## src/rtl/artec_dma_sync_win_if.sv

```systemverilog
// Task stream bundle between the task arbiter, the frame synchroniser and the AXI write scheduler.
// The producer drives valid and the task fields; the consumer drives ready.
interface artec_dma_sync_win_if #(
    parameter int IDX_W  = 3,
    parameter int FN_W   = 3,
    parameter int TASK_W = 64
);
    logic              valid;
    logic              ready;
    logic [IDX_W-1:0]  idx;
    logic [FN_W-1:0]   fnum;
    logic              eof;
    logic [TASK_W-1:0] task_dat;

    modport master (output valid, idx, fnum, eof, task_dat, input ready);
    modport slave  (input valid, idx, fnum, eof, task_dat, output ready);
endinterface

```

## src/rtl/artec_dma_sync_win.sv

```systemverilog
// Multi-channel EOF frame synchroniser: tags each outgoing task when its frame is common to all/quorum channels.
// Latency 1 cycle through one output register; backpressure: s.ready = ~m.valid | m.ready.
module artec_dma_sync_win #(
    parameter int CH_NUM = 5,
    parameter int FB_NUM = 8,
    parameter int WIN    = 3,
    parameter int TASK_W = 64,
    parameter int IDX_W  = (CH_NUM > 1) ? $clog2(CH_NUM) : 1,
    parameter int FN_W   = $clog2(FB_NUM),
    parameter int Q_W    = $clog2(CH_NUM + 1)
) (
    input  logic                  clk,
    input  logic                  rstn,
    input  logic                  clear,
    input  logic [CH_NUM-1:0]     ch_enable,
    input  logic                  mode,
    input  logic [Q_W-1:0]        quorum,
    artec_dma_sync_win_if.slave   s,
    artec_dma_sync_win_if.master  m,
    output logic                  m_sync,
    output logic [FN_W-1:0]       m_sync_fnum,
    output logic [31:0]           sync_cnt,
    output logic [15:0]           disc_cnt
);
    typedef logic [FB_NUM-1:0] row_t;

    row_t            tbl       [CH_NUM];
    row_t            tbl_nxt   [CH_NUM];
    logic [FN_W-1:0] last_fnum [CH_NUM];
    logic [CH_NUM-1:0] last_vld, last_vld_nxt;

    row_t            hit, set_v, clr_v, eof_oh;
    logic [Q_W-1:0]  en_cnt, cnt_v;
    logic [FN_W-1:0] sync_sel;
    logic            sync_any, accept, eof_acc, consume, disc_hit;

    function automatic row_t win_mask(input logic [FN_W-1:0] f);
        row_t            r;
        logic [FN_W-1:0] p;
        r = '0;
        for (int k = 0; k < WIN; k++) begin
            p    = f - FN_W'(k);
            r[p] = 1'b1;
        end
        return r;
    endfunction

    assign s.ready     = ~m.valid | m.ready;
    assign accept      = s.valid & s.ready;
    assign eof_acc     = accept & s.eof;
    assign m_sync      = m.valid & sync_any & (sync_sel == m.fnum);
    assign m_sync_fnum = sync_sel;
    assign consume     = m.valid & m.ready & m_sync;

    // Sync search over the registered table; the lowest hitting frame number wins.
    always_comb begin
        en_cnt   = '0;
        cnt_v    = '0;
        hit      = '0;
        sync_sel = '0;
        for (int i = 0; i < CH_NUM; i++)
            if (ch_enable[i]) en_cnt = en_cnt + Q_W'(1);
        for (int j = 0; j < FB_NUM; j++) begin
            cnt_v = '0;
            for (int i = 0; i < CH_NUM; i++)
                if (ch_enable[i] && tbl[i][j]) cnt_v = cnt_v + Q_W'(1);
            hit[j] = mode ? ((quorum != '0) && (cnt_v >= quorum))
                          : ((en_cnt != '0) && (cnt_v == en_cnt));
        end
        for (int j = FB_NUM - 1; j >= 0; j--)
            if (hit[j]) sync_sel = FN_W'(j);
        sync_any = |hit;
    end

    always_comb begin
        eof_oh         = '0;
        eof_oh[s.fnum] = 1'b1;
        disc_hit       = 1'b0;
        last_vld_nxt   = last_vld;
        set_v          = '0;
        clr_v          = '0;
        for (int i = 0; i < CH_NUM; i++) begin
            set_v = '0;
            clr_v = consume ? win_mask(sync_sel) : '0;
            if (eof_acc && (s.idx == IDX_W'(i))) begin
                set_v = eof_oh;
                clr_v = clr_v | ~win_mask(s.fnum);
                if (last_vld[i] && (s.fnum != FN_W'(last_fnum[i] + 1'b1))) begin
                    clr_v    = clr_v | ~eof_oh;
                    disc_hit = ch_enable[i];
                end
                last_vld_nxt[i] = 1'b1;
            end
            tbl_nxt[i] = (tbl[i] & ~clr_v) | set_v;
            // A disabled channel holds an empty row and loses its continuity history.
            if (!ch_enable[i]) begin
                tbl_nxt[i]      = '0;
                last_vld_nxt[i] = 1'b0;
            end
        end
    end

    always_ff @(posedge clk or negedge rstn) begin
        if (!rstn) begin
            for (int i = 0; i < CH_NUM; i++) begin
                tbl[i]       <= '0;
                last_fnum[i] <= '0;
            end
            last_vld   <= '0;
            m.valid    <= 1'b0;
            m.idx      <= '0;
            m.fnum     <= '0;
            m.eof      <= 1'b0;
            m.task_dat <= '0;
            sync_cnt   <= '0;
            disc_cnt   <= '0;
        end else if (clear) begin
            for (int i = 0; i < CH_NUM; i++) begin
                tbl[i]       <= '0;
                last_fnum[i] <= '0;
            end
            last_vld   <= '0;
            m.valid    <= 1'b0;
            m.idx      <= '0;
            m.fnum     <= '0;
            m.eof      <= 1'b0;
            m.task_dat <= '0;
            sync_cnt   <= '0;
            disc_cnt   <= '0;
        end else begin
            for (int i = 0; i < CH_NUM; i++) begin
                tbl[i] <= tbl_nxt[i];
                if (eof_acc && ch_enable[i] && (s.idx == IDX_W'(i)))
                    last_fnum[i] <= s.fnum;
            end
            last_vld <= last_vld_nxt;
            if (s.ready)
                m.valid <= s.valid;
            if (accept) begin
                m.idx      <= s.idx;
                m.fnum     <= s.fnum;
                m.eof      <= s.eof;
                m.task_dat <= s.task_dat;
            end
            if (consume)
                sync_cnt <= sync_cnt + 32'd1;
            if (disc_hit && (disc_cnt != 16'hFFFF))
                disc_cnt <= disc_cnt + 16'd1;
        end
    end
endmodule

```

## src/flat_wrapper.sv

```systemverilog
// flat-port wrapper written by rule: the top's interface ports become plain ports
module artec_dma_sync_win_flat 
#(
    parameter int CH_NUM = 5,
    parameter int FB_NUM = 8,
    parameter int WIN    = 3,
    parameter int TASK_W = 64,
    parameter int IDX_W  = (CH_NUM > 1) ? $clog2(CH_NUM) : 1,
    parameter int FN_W   = $clog2(FB_NUM),
    parameter int Q_W    = $clog2(CH_NUM + 1)
)
  (clk, rstn, clear, ch_enable, mode, quorum, m_sync, m_sync_fnum, sync_cnt, disc_cnt, s_valid, s_idx, s_fnum, s_eof, s_task_dat, s_ready, m_valid, m_idx, m_fnum, m_eof, m_task_dat, m_ready);
  artec_dma_sync_win_if #(.IDX_W(IDX_W), .FN_W(FN_W), .TASK_W(TASK_W)) s_i ();
  artec_dma_sync_win_if #(.IDX_W(IDX_W), .FN_W(FN_W), .TASK_W(TASK_W)) m_i ();
  input  logic clk;
  input  logic rstn;
  input  logic clear;
  input  logic [CH_NUM-1:0] ch_enable;
  input  logic mode;
  input  logic [Q_W-1:0] quorum;
  output logic m_sync;
  output logic [FN_W-1:0] m_sync_fnum;
  output logic [31:0] sync_cnt;
  output logic [15:0] disc_cnt;
  input wire logic [$bits(s_i.valid)-1:0] s_valid;
  input wire logic [$bits(s_i.idx)-1:0] s_idx;
  input wire logic [$bits(s_i.fnum)-1:0] s_fnum;
  input wire logic [$bits(s_i.eof)-1:0] s_eof;
  input wire logic [$bits(s_i.task_dat)-1:0] s_task_dat;
  output wire logic [$bits(s_i.ready)-1:0] s_ready;
  output wire logic [$bits(m_i.valid)-1:0] m_valid;
  output wire logic [$bits(m_i.idx)-1:0] m_idx;
  output wire logic [$bits(m_i.fnum)-1:0] m_fnum;
  output wire logic [$bits(m_i.eof)-1:0] m_eof;
  output wire logic [$bits(m_i.task_dat)-1:0] m_task_dat;
  input wire logic [$bits(m_i.ready)-1:0] m_ready;
  assign s_i.valid = s_valid;
  assign s_i.idx = s_idx;
  assign s_i.fnum = s_fnum;
  assign s_i.eof = s_eof;
  assign s_i.task_dat = s_task_dat;
  assign s_ready = s_i.ready;
  assign m_valid = m_i.valid;
  assign m_idx = m_i.idx;
  assign m_fnum = m_i.fnum;
  assign m_eof = m_i.eof;
  assign m_task_dat = m_i.task_dat;
  assign m_i.ready = m_ready;
  artec_dma_sync_win #(.CH_NUM(CH_NUM), .FB_NUM(FB_NUM), .WIN(WIN), .TASK_W(TASK_W), .IDX_W(IDX_W), .FN_W(FN_W), .Q_W(Q_W)) u_core (.clk(clk), .rstn(rstn), .clear(clear), .ch_enable(ch_enable), .mode(mode), .quorum(quorum), .s(s_i), .m(m_i), .m_sync(m_sync), .m_sync_fnum(m_sync_fnum), .sync_cnt(sync_cnt), .disc_cnt(disc_cnt));
endmodule
```

## config.mk

```make
export PLATFORM = sky130hd
export DESIGN_NAME = artec_dma_sync_win_flat
export DESIGN_NICKNAME = d
export VERILOG_FILES = /design/src/rtl/artec_dma_sync_win_if.sv /design/src/rtl/artec_dma_sync_win.sv /design/src/flat_wrapper.sv
export SDC_FILE = /design/constraint.sdc
export NUM_CORES = 1
export LEC_CHECK = 0
export ABC_CLOCK_PERIOD_IN_PS = 10300
export BUFFER_PORTS_ARGS = -buffer_cell sky130_fd_sc_hd__buf_2
export CELL_PAD_IN_SITES_DETAIL_PLACEMENT = 0
export CELL_PAD_IN_SITES_GLOBAL_PLACEMENT = 1
export CORE_MARGIN = 4
export CORE_UTILIZATION = 30
export DETAILED_ROUTE_END_ITERATION = 16
export PLACE_DENSITY_LB_ADDON = 0.1
export SKIP_LAST_GASP = 1
export SLEW_MARGIN = 10
export SYNTH_ARGS = -nofsm -noshare
export SYNTH_HDL_FRONTEND = slang
export SYNTH_SLANG_ARGS = --single-unit
export TNS_END_PERCENT = 100
```

## constraint.sdc

```tcl
create_clock -name clk -period 10.3 [get_ports clk]
set_input_delay 0.515 -clock clk [delete_from_list [all_inputs] [get_ports clk]]
set_output_delay 0.515 -clock clk [all_outputs]
set_load 0.01 [all_outputs]
```

=== Word level (Yosys, flattened, before mapping) ===
Cells that the tools add are included.

* Word-level logic and storage cells: 376
* Output and inout port bits: 125
* Input port bits: 85
* Register bits: 180

* Order comparisons: 20
* Bitwise operators: 31
* Add/sub/neg operators: 47
* Eq/ne operators: 24
* Multiplexer cells: 136
* Reductions and logical operators: 96

{| class="wikitable"
|+ Operator list
! kind !! count
|-
| 2-to-1 mux 8 bit || 21
|-
| 2-to-1 mux 3 bit || 53
|-
| 2-to-1 mux 64 bit || 2
|-
| adder 3 x 1 -> 3 bit (second input constant) || 32
|-
| OR 8 bit || 11
|-
| logical AND 1 bit || 83
|-
| 2-to-1 mux 32 bit || 2
|-
| inverter 8 bit || 7
|-
| 2-to-1 mux 1 bit || 47
|-
| bitwise AND 8 bit || 5
|-
| 2-to-1 mux 40 bit || 1
|-
| adder 32 x 1 -> 32 bit (second input constant) || 1
|-
| 2-to-1 mux 16 bit || 2
|-
| == test 3 bit || 9
|-
| greater-or-equal comparator 3 bit || 8
|-
| less-than comparator 3 x 4 -> 1 bit (second input constant) || 6
|-
| adder 1 x 1 -> 2 bit (second input constant) || 9
|-
| demux 1 bit (select 3 bit) || 6
|-
| greater-or-equal comparator 3 x 1 -> 1 bit (second input constant) || 6
|-
| nonzero test 2 bit || 9
|-
| adder 16 x 1 -> 16 bit (second input constant) || 1
|-
| inequality test 16 bit (second input constant) || 1
|-
| 2-to-1 mux 15 bit || 1
|-
| inequality test 3 x 2 -> 1 bit (second input constant) || 5
|-
| 13 further kinds || 26
|}

=== Logic depth before layout (Yosys ltp) ===
Gate-level depths: netlist (run 1).

* Depth after elaboration: 38
* Gate-level depth with buffers: 29
* Depth with buffers taken out: 25

=== Worst setup path after synthesis (run 1) ===
OpenSTA, ideal clock, no wires.

* Path type: input port to flip-flop
* From: input ch_enable[1]
* To: register u_core.sync_cnt[22]
* Buffers on the path: 2
* Library setup time: 0.128 ns
* Cell stages on the path: 23
* Arrival: 5.307 ns
* Data required time: 10.172 ns
* Setup slack: 4.865 ns
* Cells stage by stage: clkbuf_1 nand2_1 ha_1 xor2_1 inv_1 ha_1 and3b_1 a31oi_1 ha_1 nand3_1 xor2_1 xnor2_1 ha_1 nor2b_1 o21ai_0 o41ai_2 or4_4 o31ai_4 and2_1 nand2_1 buf_2 nor4_1 mux2_1

* Cells in the longest elaborated chain, start to end: 23
* Elaborated cells on any way between the ends: 126
* Those cells by class: add/sub (27); order compare (8); eq/ne (9); mux (52); bitwise (3); reduce/logical (27)

{| class="wikitable"
|+ Ends and longest elaborated chain
! what !! line !! text
|-
| start, declared || flat_wrapper.sv:18 || <nowiki>input logic [CH_NUM-1:0] ch_enable;</nowiki>
|-
| logical AND 1 bit || artec_dma_sync_win.sv:66 || <nowiki>if (ch_enable[i] && tbl[i][j]) cnt_v = cnt_v + Q_W'(1);</nowiki>
|-
| 2-to-1 mux 3 bit || artec_dma_sync_win.sv:66 ||
|-
| adder 3 x 1 -> 3 bit || artec_dma_sync_win.sv:66 ||
|-
| 2-to-1 mux 3 bit || artec_dma_sync_win.sv:66 ||
|-
| adder 3 x 1 -> 3 bit || artec_dma_sync_win.sv:66 ||
|-
| 2-to-1 mux 3 bit || artec_dma_sync_win.sv:66 ||
|-
| adder 3 x 1 -> 3 bit || artec_dma_sync_win.sv:66 ||
|-
| 2-to-1 mux 3 bit || artec_dma_sync_win.sv:66 ||
|-
| greater-or-equal comparator 3 bit or == test 3 bit (tied branches) || artec_dma_sync_win.sv:67, artec_dma_sync_win.sv:68 ||
|-
| logical AND 1 bit, on equally long branches || artec_dma_sync_win.sv:67, artec_dma_sync_win.sv:68 ||
|-
| 2-to-1 mux 1 bit || artec_dma_sync_win.sv:67 || <nowiki>hit[j] = mode ? ((quorum != '0) && (cnt_v >= quorum))</nowiki>
|-
| 2-to-1 mux 3 bit (8 in series) || artec_dma_sync_win.sv:71 || <nowiki>if (hit[j]) sync_sel = FN_W'(j);</nowiki>
|-
| == test 3 bit || artec_dma_sync_win.sv:51 || <nowiki>assign m_sync = m.valid & sync_any & (sync_sel == m.fnum);</nowiki>
|-
| bitwise AND 1 bit * || artec_dma_sync_win.sv:51 ||
|-
| bitwise AND 1 bit * || artec_dma_sync_win.sv:53 || <nowiki>assign consume = m.valid & m.ready & m_sync;</nowiki>
|-
| nonzero test 2 bit (no source line) * || -- ||
|-
| end signal, assigned || artec_dma_sync_win.sv:146 || <nowiki>sync_cnt <= sync_cnt + 32'd1;</nowiki>
|-
| end, declared || artec_dma_sync_win.sv:22 || <nowiki>output logic [31:0] sync_cnt,</nowiki>
|}

Every way passes the cells marked *; elsewhere a longest branch is shown, timed or not.
A chain may end at the register's enable or synchronous reset.

=== Worst setup path after layout (run 1) ===
* From: input ch_enable[1]
* To: register u_core.tbl[5] (netlist bit)

* Cells in the longest elaborated chain, start to end: 36
* Elaborated cells on any way between the ends: 154
* Those cells by class: add/sub (29); order compare (14); eq/ne (9); mux (63); bitwise (10); reduce/logical (29)

{| class="wikitable"
|+ Ends and longest elaborated chain
! what !! line !! text
|-
| logical AND 1 bit || artec_dma_sync_win.sv:66 ||
|-
| 2-to-1 mux 3 bit || artec_dma_sync_win.sv:66 ||
|-
| adder 3 x 1 -> 3 bit || artec_dma_sync_win.sv:66 ||
|-
| 2-to-1 mux 3 bit || artec_dma_sync_win.sv:66 ||
|-
| adder 3 x 1 -> 3 bit || artec_dma_sync_win.sv:66 ||
|-
| 2-to-1 mux 3 bit || artec_dma_sync_win.sv:66 ||
|-
| adder 3 x 1 -> 3 bit || artec_dma_sync_win.sv:66 ||
|-
| 2-to-1 mux 3 bit || artec_dma_sync_win.sv:66 ||
|-
| [20 not listed] || -- ||
|-
| OR 8 bit || artec_dma_sync_win.sv:89 || <nowiki>clr_v = clr_v | ~eof_oh;</nowiki>
|-
| 2-to-1 mux 8 bit || artec_dma_sync_win.sv:88 || <nowiki>if (last_vld[i] && (s.fnum != FN_W'(last_fnum[i] + 1'b1))) begin</nowiki>
|-
| 2-to-1 mux 8 bit * || artec_dma_sync_win.sv:85 || <nowiki>if (eof_acc && (s.idx == IDX_W'(i))) begin</nowiki>
|-
| inverter 8 bit * || artec_dma_sync_win.sv:94 || <nowiki>tbl_nxt[i] = (tbl[i] & ~clr_v) | set_v;</nowiki>
|-
| bitwise AND 8 bit * || artec_dma_sync_win.sv:94 ||
|-
| OR 8 bit * || artec_dma_sync_win.sv:94 ||
|-
| 2-to-1 mux 8 bit * || artec_dma_sync_win.sv:96 || <nowiki>if (!ch_enable[i]) begin</nowiki>
|-
| 2-to-1 mux 40 bit * || artec_dma_sync_win.sv:117 || <nowiki>end else if (clear) begin</nowiki>
|-
| end signal, assigned by index || artec_dma_sync_win.sv:132 || <nowiki>tbl[i] <= tbl_nxt[i];</nowiki>
|-
| end, declared || artec_dma_sync_win.sv:27 || <nowiki>row_t tbl [CH_NUM];</nowiki>
|}

Marks and branches as above.

==> results.yml, run 1 <==
run_status:
  status: "finished, final reports clean"
floorplanning:
  fp-row-count: 73
  core_area_mm2: 0.0397
  chipHeight_um: 208
  initial_core_util_pct: 30.3
  ios: 210
  die-area_mm2: 0.0434
  die_w_um: 208
worst_setup_path:
  rr_startpoint: "u_core.tbl[39]"
  crit_top_cell: "ha_1"
  arrival_ns: 6.46
  critPathLaunchType: "input port"
  slowest_stage: "nor3_2"
  r2r_cells: 21
  timing.rr.end: "u_core.tbl[5]"
  max_stage_delay_ns: 0.57
  critPathKind: "input port to flop"
  crit_start: "ch_enable[1]"
  critPathBufInv: 3
  reg2reg_slack_ns: 4.35
  crit_path_cell_trace: "buf_2 -> inv_1 -> ha_1 -> xor2_4 -> ha_1 -> nand2_1 -> o21ai_0 -> ha_1 -> and2_1 -> xnor3_1 -> a41oi_1 -> nand2_1 -> o31ai_1 -> nor2_1 -> a211oi_2 -> xor2_1 -> nor3_2 -> buf_4 -> a21boi_1 -> o32ai_1"
  crit_family: "compound AO/OA/AOI/OAI gates"
  endpoint_kind: "flop"
  crit_required_ns: 10.61
  path_max_fanout: 16
final_layout:
  fin_nets: 1704
  seqCellArea_mm2: 0.00450
  multi_input_area_mm2: 0.00703
  fill_cells: 4218
  layout-area-overhead-vs-synth_pct: 17.5
  drive_above_1_share_pct: 19.1
global_route:
  grt_max_degree: 111
  antenna_found_initial: 7
  grt_usage_pct: 18.3
  grt_pass1_wl_um: 63800
  grt_pass1_vias: 10700
  gr-total-overflow: 0
synth:
  yosys_warnings: 0
  synth-simple-area-share_pct: 22.2
  synth-compound-area-share_pct: 16.6
  syn-instance-count: 1383
  ys_seq_area_share_pct: 37.4
  yosys-top-cells-count: "243 x nand2_1, 180 x dfrtp_1, 135 x a21oi_1, 69 x ha_1, 66 x nand3_1"
  yosysUniqueCellTypes: 78
  synth-edff-count: 0
  synthMuxAreaShare_pct: 1.91
  synth.most_common_cell: "nand2_1"
  async_reset_ff_share_pct: 100
  synthFlopType: "dfrtp_1"
  syn_nets: 1537
  synth-xor-area-share_pct: 10.3
  synth_top_area_share_pct: 37.4
  syn_area_mm2: 0.0120
  yosys-top-cells-area: "dfrtp_1 37%, nand2_1 7.6%, ha_1 7.2%"
  synth_fa_ha_area_share_pct: 7.17
  synth_top_family_by_area: "simple AND/OR/NAND/NOR gates"
  ys_ff_latch: 180
  syn_avg_cell_area_um2: 8.71
  synth_area_leader_cell: "dfrtp_1"
clock_tree:
  cts_tree: "done"
  postCtsSetupRepairBufs: 0
  clk_latency_ns: 0.44
  cts_sinks: 180
  root_buffer: "clkbuf_16"
  hold_buffers: 0
  ctsResizeCount: 0
  h-tree-depth: 4
  clk_pin_slew_ns: 0.08
  cts_made_buffers: 17
  clockBufferDepth: 2
sta:
  fin_setup_tns_ns: 0
  worst_slack_ns: 4.15
  fmax_mhz: 163
  hold_viol_final: 0
  grt_setup_unrepaired: "no"
  final-setup-viol-count: 0
  final.setup_skew_ns: 0.0214
  tightestPinTransition_ns: 1.12
  fin_crit_sh_pct: 59.7
  maxSlewHeadroom_pct: 25.0
  maxSlewViolCount: 0
  min_period_ns: 6.15
place:
  dp_slack_ns: 3.78
  io_buffers: 209
  gp_congestion: 0.793
  dp_hpwl_um: 28700
drt:
  drtIter0Drc: 680
  vias_per_cell: 5.10
  drc: 0
  drtAntennaViolNets: 0
  wl_per_cell_um: 19.2
  dr.pass1.iters: 5
  wl_um: 40300
  vias: 10700
power:
  power.density_mw_per_mm2: 128
  fin_total_pwr_w: 0.00182
  ir_drop_v: 0.0000903
  p_leak_nw: 6.78
flow_run:
  cap_violations: 0
worst_hold_path:
  min_path_type: "input port to async pin"
[registers in the layout, summed over array words and instances, names as in the netlist]
register / count
u_core.sync_cnt: 32
u_core.m.fnum: 3
u_core.m.idx: 3
u_core.last_fnum: 15
u_core.m.valid: 1
u_core.tbl: 40
u_core.disc_cnt: 16
u_core.m.task_dat: 64
u_core.last_vld: 5
u_core.m.eof: 1
[power by group]
group	switching, W	internal, W	leakage [nW]
registers	0.0000111	0.000723	2.47
clock network	0.000307	0.000376	0.293
logic	0.000268	0.000133	4.01
[worst max path at each step]
| stage | endpoint | slack, ns | cells after the start |
|---|---|---|---|
| after floorplan | u_core.sync_cnt[22] | 4.87 | 23 |
| after global placement | u_core.tbl[5] | 3.78 | 20 |
| after detailed placement | u_core.tbl[5] | 3.78 | 19 |
| after CTS | u_core.tbl[5] | 4.24 | 20 |
| after global routing | u_core.tbl[29] | 3.71 | 20 |
| final | u_core.tbl[5] | 4.15 | 20 |
[cells in the final DEF, fill, tap and decap left out, types with 8 or more instances in the layout]
master | Yosys | layout
nor3_1 | 35 | 35
nand2_1 | 243 | 242
a41o_1 | 21 | 21
ha_1 | 69 | 69
buf_4 | 4 | 14
nand3_1 | 66 | 66
a21o_1 | 8 | 8
and3_1 | 13 | 13
inv_1 | 52 | 52
clkbuf_16 | 0 | 17
nand4_1 | 25 | 25
o21ai_0 | 61 | 61
xor2_1 | 44 | 44
a21oi_1 | 135 | 135
dfrtp_1 | 180 | 180
nor2b_1 | 30 | 30
and2_1 | 21 | 20
buf_2 | 8 | 207
a31oi_1 | 8 | 8
nand2b_1 | 16 | 16
or3_1 | 11 | 11
nor2_1 | 65 | 65
mux2_1 | 9 | 9
o31ai_1 | 8 | 8
xnor2_1 | 58 | 58
[routing by layer]
layer | share of wire (%) | up-vias | wire (um) | track usage (%)
met5 | 0.075 | - | 30 | 0
met4 | 0.84 | 8 | 337 | 2.94
met3 | 6.6 | 25 | 2640 | 4.93
met2 | 46 | 261 | 18600 | 29.5
met1 | 46 | 5200 | 18600 | 25.2
li1 | - | 5172 | - | -
[layout make-up]
type                       instances  share of cell area (%)
inverter                          54                    1.43
clock buffer                      20                    3.23
sequential                       180                    31.8
multi-input combinational       1075                    49.7
clock inverter                    12                   0.999
antenna                            3                  0.0531
tap                              525                    4.64
timing repair buffer             222                    8.16
[per-stage QoR]
step / hold WS [ns] / cell area (um^2) / cells / util, %
6_report: 0.222 / 14100 / 2091 / 35.6
5_1_grt: 0.284 / 14100 / 2090 / 35.6
4_1_cts: 0.261 / 14100 / 2088 / 35.6
3_5_place_dp: 0.504 / 13500 / 2056 / 34.1
3_3_place_gp: 0.498 / 13500 / 2056 / 34.1
2_1_floorplan: 0.219 / 12000 / 1383 / -
[logic make-up (layout without fill, tap and decap cells)]
group,Yosys count,after routing
simple gates,559,559
other cells,0,3
mux,21,21
buf+inv,128,308
compound gates,308,308
flops,180,180
fa+ha+maj,69,69
xor+xnor,118,118
Power figures use the tool's default switching activity.
==> run 2, diff against run 1 <==
Settings changed: ABC_CLOCK_PERIOD_IN_PS 10300 to 5050.
Clock period 10.3 ns to 5.05 ns, I/O delays scaled along.
==> run 2 against run 1 <==
  * Design area increased by 13%
  * Largest cell class unchanged
  * Cell count increased by 7.2%
  * Routed wire length rose by 5.1%
==> results.yml, run 2 (same netlist as run 1, synthesis figures left out) <==
final_layout:
  fin_nets: 1855
  regMostFlops: "u_core.m.task_dat"
  largest_registers: "u_core.m.task_dat (64), u_core.tbl (40), u_core.sync_cnt (32)"
  multi_input_area_mm2: 0.00769
  largest_reg_flops: 64
  seqCellArea_mm2: 0.00450
  stdcell_count: 2242
  layout_commonest_cell: "nand2_1"
  layout-area-overhead-vs-synth_pct: 33.1
  fill_cells: 4095
  layout.cells.most_common_list: "237 x nand2_1, 207 x buf_2, 180 x dfrtp_1"
  drive_above_1_share_pct: 31.9
power:
  fin_total_pwr_w: 0.00402
  power.density_mw_per_mm2: 251
  p_leak_nw: 7.66
  ir_drop_v: 0.000188
worst_setup_path:
  rr_startpoint: "u_core.tbl[35]"
  crit_path_cell_trace: "and2_4 -> ha_4 -> xor2_2 -> inv_1 -> ha_1 -> nand3_2 -> o31ai_2 -> ha_2 -> nand3_2 -> xor2_2 -> xnor2_2 -> buf_4 -> ha_1 -> nor2b_4 -> o21ai_2 -> o41ai_4 -> or4_4 -> o31ai_4 -> and2_4 -> nand4_1 -> buf_6 -> or4_4 -> a21oi_2"
  arrival_ns: 5.33
  endpoint_kind: "flop"
  reg2reg_slack_ns: 0.08
  timing.rr.end: "u_core.sync_cnt[18]"
  path_max_fanout: 6
  max_stage_delay_ns: 0.48
  slowest_stage: "or4_4"
  crit_required_ns: 5.41
  r2r_cells: 23
  critPathKind: "flop to flop"
  critPathLaunchType: "flop"
sta:
  min_period_ns: 4.97
  hold_viol_final: 0
  tightestPinTransition_ns: 1.04
  fin_crit_sh_pct: 98.4
  whs_ns: 0.0307
  maxSlewViolCount: 0
  fmax_mhz: 201
  grt_setup_unrepaired: "yes"
  final.setup_skew_ns: 0.0166
  maxSlewHeadroom_pct: 30.3
  fin_setup_tns_ns: 0
  final-setup-viol-count: 0
floorplanning:
  die-area_mm2: 0.0434
  core_area_mm2: 0.0397
  fp-row-count: 73
  chipHeight_um: 208
  initial_core_util_pct: 30.3
  ios: 210
  die_w_um: 208
clock_tree:
  clk_latency_ns: 0.44
  cts_made_buffers: 17
  clockBufferDepth: 2
  cts_tree: "done"
  cts_sinks: 180
  root_buffer: "clkbuf_16"
  h-tree-depth: 4
  clk_pin_slew_ns: 0.08
drt:
  wl_um: 42300
  vias: 11200
  drc: 0
  wl_per_cell_um: 18.9
  dr.pass1.iters: 5
  vias_per_cell: 5.01
  drtAntennaViolNets: 0
  drtIter0Drc: 684
place:
  io_buffers: 209
  gp_congestion: 0.798
  dp_hpwl_um: 30400
  dp_cells: 2181
flow_run:
  cap_violations: 0
worst_hold_path:
  holdPathEnd: "u_core.m.task_dat[33]"
  min-delay-start: "s_task_dat[33]"
  min_path_cells: 3
  min_path_type: "input port to flop"
global_route:
  gr-total-overflow: 0
  antenna_found_initial: 4
  grt_max_degree: 95
  grt_pass1_wl_um: 65400
  grt_pass1_vias: 11100
  grt_usage_pct: 18.8
run_status:
  status: "finished, final reports clean"
==> run 2: changes by cell type in the layout (fill, tap and decap cells not counted), moves of 6 or more <==
cell and change:
a21oi_1 -6, buf_4 +134, buf_6 +11, ha_1 -13, ha_4 +8, mux2_4 +7
nor3_1 -6, nor4_1 -6, o21ai_0 -7
==> run 2: worst max path at each step <==
| stage | from | endpoint | slack [ns] | cells past startpoint |
|---|---|---|---|---|
| after floorplan | ch_enable[2] | u_core.tbl[36] | 0.007 | 29 |
| after global placement | ch_enable[0] | u_core.sync_cnt[16] | -0.31 | 24 |
| after detailed placement | ch_enable[0] | u_core.sync_cnt[16] | -0.33 | 24 |
| after CTS | u_core.tbl[39] | m_sync | -0.003 | 22 |
| after global routing | u_core.tbl[25] | u_core.sync_cnt[18] | -0.19 | 23 |
| final | u_core.tbl[35] | u_core.sync_cnt[18] | 0.08 | 23 |
==> run 2: layout make-up <==
| class | instances | share of cell area, % |
|---|---|---|
| Multi-Input combinational cell | 1075 | 48.0 |
| Sequential cell | 180 | 28.1 |
| Timing Repair Buffer | 373 | 14.8 |
| Tap cell | 525 | 4.10 |
| Clock buffer | 18 | 2.74 |
| Inverter | 54 | 1.26 |
| Clock inverter | 14 | 0.960 |
| Antenna cell | 3 | 0.0468 |
==> run 2: worst max-delay path, delay by kind of cell, from the launching register on <==
kind,cells,cell delay (ns)
AO/OA/AOI/OAI,5,0.79
buffers and inverters,3,0.40
XOR/XNOR,3,0.53
flip-flops,1,0.38
AND/OR/NAND/NOR,8,1.71
adder cells (fa/ha/maj),4,1.06
==> run 2: timing repair <==
| item | in CTS | in global routing |
|---|---|---|
| setup endpoints to repair | 73 | 74 |
| resized for setup | 26 | 116 |
| cloned | 0 | 1 |
| endpoints found under the hold margin | 86 | 0 |
| hold buffers | 1 | 0 |
| buffers inserted | 4 | 21 |
| pin swaps | 15 | 48 |
==> run 2: per-layer routing <==
| metal | part of all wire [%] | global-route usage [%] | wire (um) | vias up |
|---|---|---|---|---|
| li1 | - | - | - | 5466 |
| met1 | 47 | 26.3 | 19700 | 5454 |
| met2 | 45 | 29.2 | 19200 | 263 |
| met3 | 5.7 | 4.83 | 2430 | 44 |
| met4 | 2.0 | 4.85 | 854 | 6 |
| met5 | 0.064 | 0 | 27 | - |
==> run 2: stage by stage <==
| stage | worst slack (ns) | utilization (%) | instance area, um^2 |
|---|---|---|---|
| 6_report | 0.0787 | 40.3 | 16000 |
| 5_1_grt | -0.187 | 40.3 | 16000 |
| 4_1_cts | -0.00266 | 38.5 | 15300 |
| 3_5_place_dp | -0.334 | 36.6 | 14500 |
| 3_3_place_gp | -0.306 | 36.6 | 14500 |
| 2_1_floorplan | 0.00728 | - | 12100 |
==> run 2: power by group <==
| group | total [W] | switching, W | leakage [nW] | internal (W) |
|---|---|---|---|---|
| logic | 0.00117 | 0.000671 | 4.90 | 0.000495 |
| clock network | 0.00136 | 0.000679 | 0.288 | 0.000679 |
| registers | 0.00150 | 0.0000240 | 2.47 | 0.00147 |
| total | 0.00402 | 0.00137 | 7.66 | 0.00265 |
==> run 3, diff against run 2 <==
Settings changed: ABC_CLOCK_PERIOD_IN_PS 5050 to 5150.
Clock period 5.05 ns to 5.15 ns, I/O delays scaled along.
==> run 3 against run 2 <==
  * Utilization fell by 1.4 points
  * Power fell by 4.1%
  * First-iteration DRC count fell by 5.7%
  * Design area fell by 3.6%
  * Clock skew fell by 0.0032 ns
  * Global-route usage rose by 0.27 points
  * Setup slack improved by 0.11 ns
  * Non-clock buffer count fell by 29
  * Via count fell by 0.24%
  * Cell count fell by 1.4%
  * Critical endpoint is now u_core.sync_cnt[16]
  * Largest power group unchanged
  * Highest routed layer unchanged
==> results.yml, run 3 (same netlist as run 1, synthesis figures left out) <==
run_status:
  status: "finished, final reports clean"
flow_run:
  cap_violations: 0
sta:
  tightestPinTransition_ns: 1.12
  fin_crit_sh_pct: 96.3
  hold_viol_final: 0
  min_period_ns: 4.96
  fin_setup_tns_ns: 0
  maxSlewViolCount: 0
  fmax_mhz: 202
  whs_ns: 0.0232
  grt_setup_unrepaired: "yes"
  maxSlewHeadroom_pct: 24.7
  final.setup_skew_ns: 0.0134
  final-setup-viol-count: 0
floorplanning:
  ios: 210
  die-area_mm2: 0.0434
  initial_core_util_pct: 30.3
  fp-row-count: 73
  die_w_um: 208
  chipHeight_um: 208
  core_area_mm2: 0.0397
clock_tree:
  clk_latency_ns: 0.46
  clk_pin_slew_ns: 0.07
  clockBufferDepth: 2
  h-tree-depth: 4
  cts_sinks: 180
  cts_made_buffers: 17
  root_buffer: "clkbuf_16"
  cts_tree: "done"
global_route:
  antenna_found_initial: 3
  grt_max_degree: 96
  grt_pass1_vias: 11100
  grt_pass1_wl_um: 66200
  gr-total-overflow: 0
  grt_usage_pct: 19.1
worst_setup_path:
  timing.rr.end: "u_core.sync_cnt[16]"
  endpoint_kind: "flop"
  reg2reg_slack_ns: 0.19
  critPathLaunchType: "flop"
  r2r_cells: 23
  rr_startpoint: "u_core.tbl[35]"
  path_max_fanout: 4
  arrival_ns: 5.34
  critPathKind: "flop to flop"
  crit_required_ns: 5.54
drt:
  dr.pass1.iters: 5
  wl_um: 42200
  wl_per_cell_um: 19.1
  drc: 0
  drtIter0Drc: 645
  drtAntennaViolNets: 0
  vias: 11200
  vias_per_cell: 5.07
worst_hold_path:
  min_path_type: "input port to flop"
  min-delay-start: "s_task_dat[45]"
  min_path_cells: 3
  holdPathEnd: "u_core.m.task_dat[45]"
place:
  io_buffers: 209
  gp_congestion: 0.822
  dpl_cell_area_mm2: 0.0144
  dp_hpwl_um: 30800
power:
  p_leak_nw: 7.41
  power.density_mw_per_mm2: 250
  ir_drop_v: 0.000234
  fin_total_pwr_w: 0.00386
final_layout:
  largest_registers: "u_core.m.task_dat (64), u_core.tbl (40), u_core.sync_cnt (32)"
  layout-area-overhead-vs-synth_pct: 28.3
  regMostFlops: "u_core.m.task_dat"
  drive_above_1_share_pct: 28.4
  fill_cells: 4133
  final_util_pct: 38.9
  largest_reg_flops: 64
  layout.cells.most_common_list: "237 x nand2_1, 207 x buf_2, 180 x dfrtp_1"
  layout_commonest_cell: "nand2_1"
  fin_nets: 1826
  stdcell_area_mm2: 0.0155
-- run 3: changes by cell type in the layout (fill, tap and decap cells not counted), moves of 4 or more --
cell,delta
mux2_4,-6
buf_4,-17
inv_8,-4
clkinv_2,+4
buf_6,-8
mux2_1,+5
nor4_4,-4
xnor2_2,-4
-- run 3: per-layer routing --
| metal | GRT usage (%) | vias up | share of wire [%] |
|---|---|---|---|
| li1 | - | 5409 | - |
| met1 | 26.3 | 5497 | 46 |
| met2 | 30.0 | 255 | 47 |
| met3 | 5.34 | 39 | 6.2 |
| met4 | 4.28 | 6 | 1.2 |
| met5 | 0 | - | 0.081 |
-- run 3: stage by stage --
stage,std cells,worst slack [ns]
6_report,2210,0.193
5_1_grt,2209,-0.0588
4_1_cts,2199,-0.00251
3_5_place_dp,2165,-0.200
3_3_place_gp,2165,-0.162
2_1_floorplan,1383,0.000876
-- run 3: final cells by class --
cell class	count	area [um^2]	area share (%)
Inverter	54	203	1.31
Clock buffer	20	447	2.89
Tap cell	525	657	4.25
Sequential cell	180	4500	29.1
Multi-Input combinational cell	1075	7440	48.2
Antenna cell	1	2.50	0.0162
Clock inverter	11	101	0.656
Timing Repair Buffer	344	2100	13.6
-- run 3: critical path: stages (launching register included) --
cell and delay (ns):
dfrtp_1 0.37, and2_1 0.20, ha_4 0.29, xor2_2 0.16
inv_1 0.06, ha_1 0.27, nand3_1 0.08, o31ai_2 0.10
ha_2 0.22, nand3_1 0.09, xor2_1 0.18, xnor2_1 0.13
buf_4 0.15, ha_1 0.26, nor2b_2 0.16, o21ai_2 0.19
o41ai_4 0.15, or4_4 0.49, o31ai_4 0.20, and2_4 0.19
nand4_1 0.12, buf_6 0.19, or4_4 0.51, a21oi_2 0.14
-- run 3: power by group --
part | total, W | switching, W | leakage, nW | internal (W)
sequential | 0.00147 | 0.0000240 | 2.47 | 0.00145
clock | 0.00128 | 0.000605 | 0.271 | 0.000679
combinational | 0.00110 | 0.000622 | 4.67 | 0.000481
total | 0.00386 | 0.00125 | 7.41 | 0.00261
-- run 3: worst max path at each step --
stage,from,to,cells past startpoint
after global routing,u_core.tbl[35],u_core.tbl[24],26
after CTS,u_core.tbl[39],m_sync,22
after global placement,ch_enable[0],u_core.sync_cnt[25],22
after detailed placement,ch_enable[0],u_core.tbl[24],27
after floorplan,ch_enable[0],u_core.sync_cnt[22],23
final,u_core.tbl[35],u_core.sync_cnt[16],23
-- run 3: timing repair --
| item | CTS | global route |
|---|---|---|
| hold buffers | 1 | 0 |
| endpoints found under the hold margin | 93 | 0 |
| pin swaps | 4 | 32 |
| buffers inserted | 2 | 10 |
| gates resized for setup | 14 | 71 |
| gates cloned | 0 | 0 |
| setup endpoints to repair | 55 | 74 |
